==> config.mk <==
export PLATFORM = sky130hd
export DESIGN_NAME = pc_sequencer
export DESIGN_NICKNAME = d
export VERILOG_FILES = /design/src/rtl/pipe_pkg.sv /design/src/rtl/pc_next_mux.sv /design/src/rtl/pc_sequencer.sv
export SDC_FILE = /design/constraint.sdc
export NUM_CORES = 1
export LEC_CHECK = 0
export CAP_MARGIN = 20
export CELL_PAD_IN_SITES_DETAIL_PLACEMENT = 0
export CELL_PAD_IN_SITES_GLOBAL_PLACEMENT = 1
export CORE_ASPECT_RATIO = 1.4
export CORE_UTILIZATION = 43
export CTS_CLUSTER_SIZE = 25
export DETAILED_ROUTE_END_ITERATION = 10
export DONT_BUFFER_PORTS = 1
export PLACE_DENSITY = 0.77
export SLEW_MARGIN = 20
export SYNTH_ARGS = -nofsm -noshare
export SYNTH_HDL_FRONTEND = slang
export SYNTH_SLANG_ARGS = --single-unit
==> constraint.sdc <==
create_clock -name clk -period 3.1 [get_ports clk]
set_clock_uncertainty 0.1 [all_clocks]
set_input_delay 0.155 -clock clk [delete_from_list [all_inputs] [get_ports clk]]
set_output_delay 0.155 -clock clk [all_outputs]
set_load 0.03 [all_outputs]
==> src/rtl/pipe_pkg.sv <==
// Shared pipeline definitions: PC sequencer states, next-PC source codes and default vectors.
package pipe_pkg;

    typedef enum logic [1:0] {
        BOOT = 2'd0,
        RUN  = 2'd1,
        HOLD = 2'd2
    } pc_state_t;

    localparam logic [2:0] PC_SRC_SEQ  = 3'd0;
    localparam logic [2:0] PC_SRC_EXC  = 3'd1;
    localparam logic [2:0] PC_SRC_ERET = 3'd2;
    localparam logic [2:0] PC_SRC_BR   = 3'd3;
    localparam logic [2:0] PC_SRC_JMP  = 3'd4;
    localparam logic [2:0] PC_SRC_PEND = 3'd5;
    localparam logic [2:0] PC_SRC_KEEP = 3'd6;

    localparam logic [31:0] RESET_VECTOR = 32'h0000_0000;
    localparam logic [31:0] EXC_VECTOR   = 32'h0000_0080;

endpackage

==> src/rtl/pc_next_mux.sv <==
// Fixed-priority next-PC select with redirect-target alignment trap.
module pc_next_mux #(
    parameter int               WIDTH      = 32,
    parameter logic [WIDTH-1:0] EXC_VECTOR = WIDTH'(pipe_pkg::EXC_VECTOR),
    parameter int               INC        = 4
) (
    input  logic             active,
    input  logic             in_hold,
    input  logic             stall,
    input  logic             exc_valid,
    input  logic             eret,
    input  logic             br_taken,
    input  logic [WIDTH-1:0] br_target,
    input  logic             jmp_valid,
    input  logic [WIDTH-1:0] jmp_target,
    input  logic [WIDTH-1:0] pc,
    input  logic [WIDTH-1:0] epc,
    input  logic [WIDTH-1:0] pend_pc,
    output logic [WIDTH-1:0] pc_plus,
    output logic [WIDTH-1:0] next_pc,
    output logic [WIDTH-1:0] fault_pc,
    output logic [2:0]       src,
    output logic             misaligned
);
    import pipe_pkg::*;

    logic [WIDTH-1:0] target_s;

    assign pc_plus = pc + WIDTH'(INC);

    // Priority select; nothing is loaded while booting.
    always_comb begin
        src = PC_SRC_KEEP;
        if (!active) begin
            src = PC_SRC_KEEP;
        end else if (exc_valid) begin
            src = PC_SRC_EXC;
        end else if (eret) begin
            src = PC_SRC_ERET;
        end else if (br_taken && !stall) begin
            src = PC_SRC_BR;
        end else if (jmp_valid && !stall) begin
            src = PC_SRC_JMP;
        end else if (in_hold && !stall) begin
            src = PC_SRC_PEND;
        end else if (!stall) begin
            src = PC_SRC_SEQ;
        end else begin
            src = PC_SRC_KEEP;
        end
    end

    // Candidate target for the chosen source, then misaligned-redirect trap.
    always_comb begin
        target_s   = pc;
        misaligned = 1'b0;
        case (src)
            PC_SRC_EXC:  target_s = EXC_VECTOR;
            PC_SRC_ERET: target_s = epc;
            PC_SRC_BR:   target_s = br_target;
            PC_SRC_JMP:  target_s = jmp_target;
            PC_SRC_PEND: target_s = pend_pc;
            PC_SRC_SEQ:  target_s = pc_plus;
            default:     target_s = pc;
        endcase
        if ((src == PC_SRC_BR || src == PC_SRC_JMP || src == PC_SRC_PEND) &&
            (target_s[1:0] != 2'b00)) begin
            misaligned = 1'b1;
        end else begin
            misaligned = 1'b0;
        end
    end

    assign fault_pc = target_s;
    assign next_pc  = misaligned ? EXC_VECTOR : target_s;

endmodule

==> src/rtl/pc_sequencer.sv <==
// Fetch PC register, stall/redirect buffering FSM, EPC capture and fetch counter.
module pc_sequencer #(
    parameter int               WIDTH        = 32,
    parameter logic [WIDTH-1:0] RESET_VECTOR = WIDTH'(pipe_pkg::RESET_VECTOR),
    parameter logic [WIDTH-1:0] EXC_VECTOR   = WIDTH'(pipe_pkg::EXC_VECTOR),
    parameter int               INC          = 4,
    parameter int               COUNT_W      = 16
) (
    input  logic               clk,
    input  logic               reset,
    input  logic               stall,
    input  logic               br_taken,
    input  logic [WIDTH-1:0]   br_target,
    input  logic               jmp_valid,
    input  logic [WIDTH-1:0]   jmp_target,
    input  logic               exc_valid,
    input  logic [WIDTH-1:0]   exc_pc,
    input  logic               eret,
    output logic [WIDTH-1:0]   pc,
    output logic [WIDTH-1:0]   pc_plus,
    output logic               fetch_valid,
    output logic               redirect,
    output logic               align_fault,
    output logic [WIDTH-1:0]   epc,
    output logic [COUNT_W-1:0] fetch_count
);
    import pipe_pkg::*;

    localparam logic [1:0] ST_BOOT = BOOT;
    localparam logic [1:0] ST_RUN  = RUN;
    localparam logic [1:0] ST_HOLD = HOLD;

    logic [1:0]       state_r, state_next_s;
    logic [WIDTH-1:0] pc_r, epc_r, pend_pc_r;
    logic [COUNT_W-1:0] count_r;
    logic [WIDTH-1:0] next_pc_s, fault_pc_s;
    logic [2:0]       src_s;
    logic             misaligned_s, active_s, trap_s;
    logic             capture_br_s, capture_jmp_s;

    assign active_s = (state_r != ST_BOOT);
    assign trap_s   = active_s && (exc_valid || eret);

    pc_next_mux #(
        .WIDTH      (WIDTH),
        .EXC_VECTOR (EXC_VECTOR),
        .INC        (INC)
    ) u_next_mux (
        .active     (active_s),
        .in_hold    (state_r == ST_HOLD),
        .stall      (stall),
        .exc_valid  (exc_valid),
        .eret       (eret),
        .br_taken   (br_taken),
        .br_target  (br_target),
        .jmp_valid  (jmp_valid),
        .jmp_target (jmp_target),
        .pc         (pc_r),
        .epc        (epc_r),
        .pend_pc    (pend_pc_r),
        .pc_plus    (pc_plus),
        .next_pc    (next_pc_s),
        .fault_pc   (fault_pc_s),
        .src        (src_s),
        .misaligned (misaligned_s)
    );

    // A jump never displaces an already-buffered target: the older instruction wins.
    assign capture_br_s  = active_s && !trap_s && stall && br_taken;
    assign capture_jmp_s = (state_r == ST_RUN) && !trap_s && stall && !br_taken && jmp_valid;

    // Next FSM state.
    always_comb begin
        state_next_s = state_r;
        case (state_r)
            ST_BOOT: state_next_s = ST_RUN;
            ST_RUN:  state_next_s = (capture_br_s || capture_jmp_s) ? ST_HOLD : ST_RUN;
            ST_HOLD: state_next_s = (!trap_s && stall) ? ST_HOLD : ST_RUN;
            default: state_next_s = ST_BOOT;
        endcase
    end

    assign redirect    = (src_s != PC_SRC_SEQ) && (src_s != PC_SRC_KEEP);
    assign align_fault = misaligned_s;
    assign fetch_valid = active_s && !stall;

    // PC, EPC, pending target, FSM state and fetch counter.
    always_ff @(posedge clk or posedge reset) begin
        if (reset) begin
            state_r   <= ST_BOOT;
            pc_r      <= RESET_VECTOR;
            epc_r     <= {WIDTH{1'b0}};
            pend_pc_r <= {WIDTH{1'b0}};
            count_r   <= {COUNT_W{1'b0}};
        end else begin
            state_r <= state_next_s;
            pc_r    <= next_pc_s;
            if (active_s && exc_valid) begin
                epc_r <= exc_pc;
            end else if (misaligned_s) begin
                epc_r <= fault_pc_s;
            end else begin
                epc_r <= epc_r;
            end
            if (trap_s) begin
                pend_pc_r <= {WIDTH{1'b0}};
            end else if (capture_br_s) begin
                pend_pc_r <= br_target;
            end else if (capture_jmp_s) begin
                pend_pc_r <= jmp_target;
            end else begin
                pend_pc_r <= pend_pc_r;
            end
            if (fetch_valid) begin
                count_r <= count_r + {{(COUNT_W-1){1'b0}}, 1'b1};
            end else begin
                count_r <= count_r;
            end
        end
    end

    assign pc          = pc_r;
    assign epc         = epc_r;
    assign fetch_count = count_r;

endmodule

Word-level counts from Yosys, hierarchy flattened
Cells that the tools add are included.
{"block": "word_totals", "in_bits": 103, "regBits": 114, "output_inout_bits": 115, "wordCells": 63}
{"block": "classes", "n_eq_ne": 8, "add_sub_neg": 2, "muxes": 18, "n_reduce_logical": 30}
{"op": "32-bit 2-to-1 mux", "count": 6}
{"op": "32-bit one-hot mux with 6 select lines", "count": 1}
{"op": "32-bit by 3-bit adder with 32-bit output, second input constant", "count": 1}
{"op": "3-bit 2-to-1 mux", "count": 7}
{"op": "16-bit by 1-bit adder with 16-bit output, second input constant", "count": 1}
{"op": "1-bit logical AND", "count": 16}
{"op": "3-bit by 2-bit == test with 1-bit output, second input constant", "count": 2}
{"op": "3-bit == test, second input constant", "count": 2}
{"op": "2-bit one-hot mux with 3 select lines", "count": 1}
{"op": "2-bit nonzero test", "count": 3}
{"op": "3-bit nonzero test", "count": 2}
{"op": "1-bit logical OR", "count": 4}
{"op": "2-bit 2-to-1 mux", "count": 2}
{"op": "3-bit by 1-bit == test with 1-bit output, second input constant", "count": 1}
{"op": "1-bit zero test", "count": 3}
{"op": "3-bit zero test", "count": 1}
{"op": "3-bit inequality test, second input constant", "count": 1}
{"op": "2-bit by 1-bit == test with 1-bit output, second input constant", "count": 1}
{"op": "2-bit == test, second input constant", "count": 1}
{"op": "2-bit zero test", "count": 1}
{"op": "1-bit 2-to-1 mux", "count": 1}

Depth between registers and ports, before layout
Gate-level depths: netlist of run 1.
{"block": "depth", "word_depth": 15, "mapped_depth": 10, "ltp_nobuf": 8}

By module
From an unflattened synthesis of run 1, not the netlist that was laid out.
{"block": "hier_totals", "cells_unflattened": 815, "area_unflattened_um2": 7518.5}
{"mod": "pc_sequencer", "seq_area_each_um2": 2852.7, "instances": 1, "area_per_inst_um2": 4812.1, "cells_each": 395}
{"mod": "pc_next_mux", "seq_area_each_um2": 0.0, "instances": 1, "area_per_inst_um2": 2706.3, "cells_each": 420}

Worst setup path after synthesis of run 1
OpenSTA, ideal clock, no wires.
{"block": "synth_path", "kind": "register -> register", "from": "reg pc_r[16] (netlist: pc[16])", "to": "reg epc_r[29] (netlist: epc[29])", "path_stages_with_launch": 8, "required_time_ns": 2.909, "t_arrival_ns": 2.499, "n_path_buf": 1, "setup_slack_ns": 0.411, "setup_time_ns": 0.091, "period_less_slack_ns": 2.689, "path_cell_list": "dfrtp_1 > clkbuf_1 > nand4_1 > nor4_1 > nand4_1 > xnor2_1 > a221oi_1 > o221ai_1"}
{"block": "synth_via", "elab_chain_cells": 4}
{"element": "start, declared", "line": "pc_sequencer.sv:34", "source": "logic [WIDTH-1:0] pc_r, epc_r, pend_pc_r;"}
{"element": "start signal, assigned", "line": "pc_sequencer.sv:97", "source": "pc_r <= next_pc_s;"}
{"element": "32-bit by 3-bit adder with 32-bit output", "line": "pc_next_mux.sv:29", "source": "assign pc_plus = pc + WIDTH'(INC);"}
{"element": "named net pc_plus[29]", "line": "pc_sequencer.sv:20", "source": "output logic [WIDTH-1:0] pc_plus,"}
{"element": "32-bit one-hot mux with 6 select lines", "line": "pc_next_mux.sv:57", "source": "case (src)"}
{"element": "32-bit 2-to-1 mux", "line": "pc_sequencer.sv:100", "source": "end else if (misaligned_s) begin"}
{"element": "32-bit 2-to-1 mux", "line": "pc_sequencer.sv:98", "source": "if (active_s && exc_valid) begin"}
{"element": "end signal, assigned", "line": "pc_sequencer.sv:99", "source": "epc_r <= exc_pc;"}
{"element": "end signal, assigned", "line": "pc_sequencer.sv:101", "source": "epc_r <= fault_pc_s;"}
{"element": "end signal, assigned", "line": "pc_sequencer.sv:103", "source": "epc_r <= epc_r;"}
{"element": "end, declared", "line": "pc_sequencer.sv:34"}
The timed path passes the listed nets, and every way through them passes these cells. The select of a mux whose other input is x is not followed.
A chain may end at the register's enable or synchronous reset.

Worst setup path in the final report of run 1
{"block": "layout_path", "from": "reg state_r[0]", "to": "out align_fault"}
{"block": "layout_via", "elab_chain_cells": 13, "elab_cells_between_ends": 21, "classes_between": "eq/ne (6); mux (8); reduce/logical (7)"}
{"element": "start, declared", "line": "pc_sequencer.sv:33", "source": "logic [1:0] state_r, state_next_s;"}
{"element": "start signal, assigned", "line": "pc_sequencer.sv:96", "source": "state_r <= state_next_s;"}
{"element": "2-bit == test", "line": "pc_sequencer.sv:50", "source": ".in_hold (state_r == ST_HOLD),"}
{"element": "1-bit logical AND", "line": "pc_next_mux.sv:44", "source": "end else if (in_hold && !stall) begin"}
{"element": "3-bit 2-to-1 mux", "line": "pc_next_mux.sv:44"}
{"element": "3-bit 2-to-1 mux", "line": "pc_next_mux.sv:42", "source": "end else if (jmp_valid && !stall) begin"}
{"element": "3-bit 2-to-1 mux", "line": "pc_next_mux.sv:40", "source": "end else if (br_taken && !stall) begin"}
{"element": "3-bit 2-to-1 mux", "line": "pc_next_mux.sv:38", "source": "end else if (eret) begin"}
{"element": "3-bit 2-to-1 mux", "line": "pc_next_mux.sv:36", "source": "end else if (exc_valid) begin"}
{"element": "3-bit 2-to-1 mux (*)", "line": "pc_next_mux.sv:34", "source": "if (!active) begin"}
{"element": "3-bit == test (tied with other cells)", "line": "pc_next_mux.sv:57, pc_next_mux.sv:66"}
{"element": "32-bit one-hot mux with 6 select lines or 1-bit logical OR (tied branches)", "line": "pc_next_mux.sv:57, pc_next_mux.sv:66"}
{"element": "2-bit nonzero test or 1-bit logical OR (tied branches)", "line": "pc_next_mux.sv:67, pc_next_mux.sv:66"}
{"element": "1-bit logical AND (*)", "line": "pc_next_mux.sv:66", "source": "if ((src == PC_SRC_BR || src == PC_SRC_JMP || src == PC_SRC_PEND) &&"}
{"element": "1-bit 2-to-1 mux (*)", "line": "pc_next_mux.sv:66"}
{"element": "end, declared", "line": "pc_sequencer.sv:23", "source": "output logic align_fault,"}
Mark *: on every way between the ends. The rest lies on a longest branch, timed or not.

==> flow_summary.toml, run 1 <==
[clock_network]
cts_num_sinks = 114
clk_latency_ps = 430
htreeDepth = 4
clkTransAtPathRegs_ps = 60
cts_root_buffer = "clkbuf_16"
cts_tree = "yes"
clk_path_buf_depth = 2
cts_buffers = 17

[sta]
hold_slack_ps = -0.207
maxSlewHeadroom = 0.332
worstMarginPinSlew_ps = 999
setup_viol = 0
final-hold-violation-count = 1
finalCritPeriodShare = 0.966
finalCriticalPeriod_ps = 2990
slew_violations = 0
fin_setup_tns_ps = 0
rsz0062_at_grt = "false"
fmax_ghz = 0.334

[outcome]
status = "finished with violations"
violations = "negative hold slack"

[global_routing]
grt_usage = 0.310
grt_start_max_net_pins = 115
grt_pass1_wl_mm = 39.1
grt_overflow = 0
grt_pass1_vias = 7187
antenna_found_initial = 0

[synthesis]
seq_area_frac_synth = 0.405
synthXorXnorAreaFrac = 0.0535
synth_adder_area_share = 0.00356
ys_ff_latch = 114
syn_inst = 761
synth_nets = 866
syn_avg_cell_area_um2 = 9.25
async_flop_share = 1.00
synth_enable_flop_cells = 0
synthSimpleGateAreaFrac = 0.181
synth_top_family_by_area = "compound AO/OA/AOI/OAI gates"
synth_warnings = 0
synth.area.mux_share = 0.0910
synth_area_mm2 = 0.00704
ys.flop_type = "dfrtp_1"
synth-compound-area-share = 0.205
synth.distinct_cells = 59

[floorplanning]
start_util = 0.437
num_rows = 55
design.core.area_mm2 = 0.0161
die_area_mm2 = 0.0169
die_x_um = 110
die_y_um = 153
io_pins = 218

[detailed_routing]
drt_iter0_drc = 505
wl_per_cell_um = 23.1
dr_total_vias = 6902
via_per_inst = 6.23
ant_nets = 0
drc = 0
drt_first_pass_iters = 5
drt_wl_total_mm = 25.5

[setup_path]
cp_max_fo = 13
arrival_ps = 2740
startpoint_type = "register"
required_ps = 2840
end_kind = "primary output"
path_class = "reg2out"

[placed_design]
port_buffers = 0
dp_hpwl_mm = 16.9
routabilityCongestion = 0.887

[job]
drv_cap = 0

[power]
vdd_drop_max_mv = 0.395
power.leakage_uw = 0.00382
pwr_density_cell_mw_per_mm2 = 635

[cells_and_area]
area_growth_pct = 32.1
fin_nets = 1002
drive_gt1_frac = 0.173
n_antenna_cell = 0

[min_path]
worst_hold_path_type = "in2reg"
Yosys cell counts (17+ instances only):
| cell type | n | area, µm² |
|---|---|---|
| dfrtp_1 | 114 | 2850 |
| nor2_1 | 93 | 349 |
| nand2_1 | 63 | 236 |
| mux2i_1 | 55 | 551 |
| o21ai_0 | 40 | 200 |
| xnor2_1 | 37 | 324 |
| a211oi_1 | 36 | 270 |
| clkbuf_1 | 34 | 128 |
| inv_1 | 32 | 120 |
| o221ai_1 | 25 | 219 |
| nand3_1 | 18 | 90.1 |
| nor3_2 | 18 | 180 |
| a21oi_1 | 17 | 85.1 |
layer usage:
metal | wire length, µm | GRT usage | vias to the layer above | part of all wire
met2 | 12900 | 0.522 | 366 | 0.50
met3 | 2190 | 0.0878 | 75 | 0.086
met1 | 9600 | 0.357 | 3382 | 0.38
met4 | 869 | 0.145 | 0 | 0.034
li1 | - | - | 3079 | -
met5 | 0 | 0 | - | 0
flip-flops by register name (all words and copies together), names as in the netlist:
register / cells
state_r: 2
fetch_count: 16
epc: 32
pend_pc_r: 32
pc: 32
final timing paths:
path,start,end,slack [ps],cells after the start
worst max-delay path,state_r[0],align_fault,110,8
worst min-delay path,br_target[11],pc[11],-0.2,4
worst max register to register,state_r[0],pend_pc_r[29],310,7
worst min register to register,pend_pc_r[11],pend_pc_r[11],460,2
max in group asynchronous,reset,epc[16],2140,3
min in group asynchronous,reset,state_r[0],310,3
cell type report:
cell class | count | area, µm²
Tap cell | 199 | 249
Sequential cell | 114 | 2850
Inverter | 34 | 131
Fill cell | 1435 | 6810
Clock inverter | 6 | 80.1
Timing Repair Buffer | 178 | 1660
Multi-Input combinational cell | 552 | 3830
Clock buffer | 24 | 482
placed cells by master (no fill, tap or decap), types with 25 or more instances in the layout:
cell and n:
xnor2_1 37, a211oi_1 36, dfrtp_1 113, inv_1 31, nand2_1 63, buf_4 71
mux2i_1 55, dlygate4sd3_1 101, o21ai_0 40, nor2_1 90, o221ai_1 25
stage by stage:
step                power, µW  utilization  cells  setup slack (ps)  instance area, µm²
floorplan                3320            -    761               411                7040
global placement         3830        0.476    975               235                7670
detailed placement       3860        0.476    975               108                7670
CTS                      5890        0.575   1106              10.5                9260
global route             6130        0.577   1107              3.35                9290
finish                   5900        0.577   1107               106                9290
worst max-delay path: stages (launching register included):
cell and delay, ps:
dfrtp_2 490, o21bai_4 210, inv_2 140, and3_4 280, a22o_1 340, or2_1 300, o21ai_4 210, inv_2 130
buf_4 190
power by group:
| group | switching [µW] | internal, µW |
|---|---|---|
| clock network | 689 | 1230 |
| logic | 1030 | 657 |
| registers | 586 | 1710 |
what timing repair did:
action	4_1_cts	5_1_grt
pin swaps	0	1
endpoints found under the setup margin	1	1
gates resized for setup	4	3
gates cloned	0	0
buffers inserted	0	1
hold buffers	101	0
hold endpoints to repair	200	0
kinds of logic (layout without fill, tap and decap cells):
kind of cell / Yosys count / after routing
muxes: 63 / 63
and+or+nand+nor: 254 / 254
DFF: 114 / 114
buffers and inverters: 95 / 242
adders and majority gates: 2 / 2
AOI/OAI and AO/OA: 190 / 190
xor gates and xnor gates: 43 / 43
Note: power is estimated with default switching activity, not from simulation.
==> run 2: changes to the inputs <==
- GPL_TIMING_DRIVEN: default -> 0
==> run 2 against run 1 <==
Compared with the run above:
- the run now ends clean
- cell count fell by 0.90%
- clock-buffer cell count did not move
- power fell by 3.0%
- maximum frequency barely moved
- die area did not move
- sequential power rose by 8%
- clock power fell by 3%
- largest cell class unchanged
- largest power group unchanged
==> flow_summary.toml, run 2 (synthesized netlist as in run 1, its figures left out) <==
[outcome]
status = "completed"

[clock_network]
cts_buffers = 17
cts_tree = "yes"
clk_latency_ps = 430
clkTransAtPathRegs_ps = 60
cts_root_buffer = "clkbuf_16"
cts_num_sinks = 114
htreeDepth = 4
clk_path_buf_depth = 2

[global_routing]
grt_pass1_wl_mm = 41.3
antenna_found_initial = 0
grt_overflow = 0
top_usage_layer = "met2"
gr-usage-met3 = 0.0887
grt_start_max_net_pins = 34
use_met1 = 0.392
grt_usage = 0.333
grt_pass1_vias = 7286
gr-usage-met2 = 0.553

[cells_and_area]
fin_area_mm2 = 0.00915
layout.area.seq_mm2 = 0.00286
fillers = 1466
final_common_cell = "dfrtp_1"
final_cell_mix = "dfrtp_1 (105), dlygate4sd3_1 (99), nor2_1 (92)"
multiInputGateArea_mm2 = 0.00395
area_growth_pct = 30.0
fin_nets = 992
n_antenna_cell = 0
drive_gt1_frac = 0.158
fin_util = 0.568

[sta]
slew_violations = 0
finalCritPeriodShare = 0.967
setup_viol = 0
worstMarginPinSlew_ps = 957
fmax_ghz = 0.334
maxSlewHeadroom = 0.357
rsz0062_at_grt = "false"
finalCriticalPeriod_ps = 3000
final-hold-violation-count = 0
hold_slack_ps = 18.6

[power]
switching_share = 0.403
vdd_drop_max_mv = 0.576
p_sw_uw = 2310
power.leakage_uw = 0.00370
pwr-share-clk = 0.326
internal_power_uw = 3420
combPwrFrac = 0.241
seq_power_share = 0.434
pwr_density_cell_mw_per_mm2 = 626

[floorplanning]
die_y_um = 153
num_rows = 55
design.core.area_mm2 = 0.0161
io_pins = 218
die_area_mm2 = 0.0169
die_x_um = 110
start_util = 0.437

[detailed_routing]
via_per_inst = 6.26
drt_wl_total_mm = 27.5
wl_per_cell_um = 25.1
dr_total_vias = 6868
drt_iter0_drc = 528
drt_first_pass_iters = 8
ant_nets = 0
drc = 0

[placed_design]
dp_hpwl_mm = 19.2
dpl_cell_area_mm2 = 0.00735
routabilityCongestion = 0.922
port_buffers = 0

[setup_path]
reg2reg_depth = 10
end_kind = "primary output"
path_class = "reg2out"
arrival_ps = 2740
required_ps = 2840
startpoint_type = "register"
cp_max_fo = 10

[job]
drv_cap = 0

[min_path]
hold_path_depth = 4
worst_hold_path_type = "in2reg"
[run 2: cell type report]
cell class,instances,area share
buffer,58,0.0327
clock buffer,24,0.0538
clock inverter,6,0.00602
inverter,34,0.0144
multi-input combinational,552,0.431
sequential,114,0.313
tap,199,0.0272
timing repair buffer,110,0.121
[run 2: worst paths after layout]
path | end | startpoint | slack (ps)
worst max register to register | epc[10] | state_r[0] | 130
min in group asynchronous | epc[5] | reset | 180
max in group asynchronous | pend_pc_r[18] | reset | 1900
worst min-delay path | pc[10] | jmp_target[10] | 20
worst max-delay path | align_fault | state_r[0] | 100
worst min register to register | pend_pc_r[14] | pend_pc_r[14] | 460
[run 2: metrics by stage]
stage / std cells / setup TNS [ps] / worst slack [ps] / total power [µW]
final: 1097 / 0 / 103 / 5730
after global routing: 1097 / 0 / 4.28 / 5940
after CTS: 1093 / 0 / 0.276 / 5670
after detailed placement: 963 / -1230 / -218 / 3670
after floorplan: 761 / 0 / 411 / 3320
after global placement: 960 / -770 / -237 / 3630
[run 2: power groups by stage]
stage | logic (µW) | clock network [µW] | registers (µW)
2_1_floorplan | 945 | 0 | 2380
3_3_place_gp | 1150 | 0 | 2470
3_5_place_dp | 1190 | 0 | 2490
4_1_cts | 1330 | 1870 | 2480
5_1_grt | 1490 | 1940 | 2520
6_report | 1380 | 1860 | 2480
[run 2: repair_timing]
action / CTS / global route
setup buffers: 3 / 5
pin swaps: 4 / 5
endpoints found under the hold margin: 135 / 0
hold buffers: 99 / 0
endpoints found under the setup margin: 42 / 56
resized for setup: 26 / 23
[run 2: critical path, cell delays in order, from the launching register on]
cell	delay [ps]
dfrtp_1	410
buf_4	180
o21ba_2	250
nor3_4	230
mux2_4	350
a221o_1	380
o21ai_4	220
inv_2	70
buf_4	210
[run 2: layer usage]
| metal | up-vias | share of wire |
|---|---|---|
| met5 | - | 0 |
| met4 | 0 | 0.041 |
| met3 | 84 | 0.085 |
| met2 | 360 | 0.49 |
| met1 | 3361 | 0.38 |
| li1 | 3063 | - |
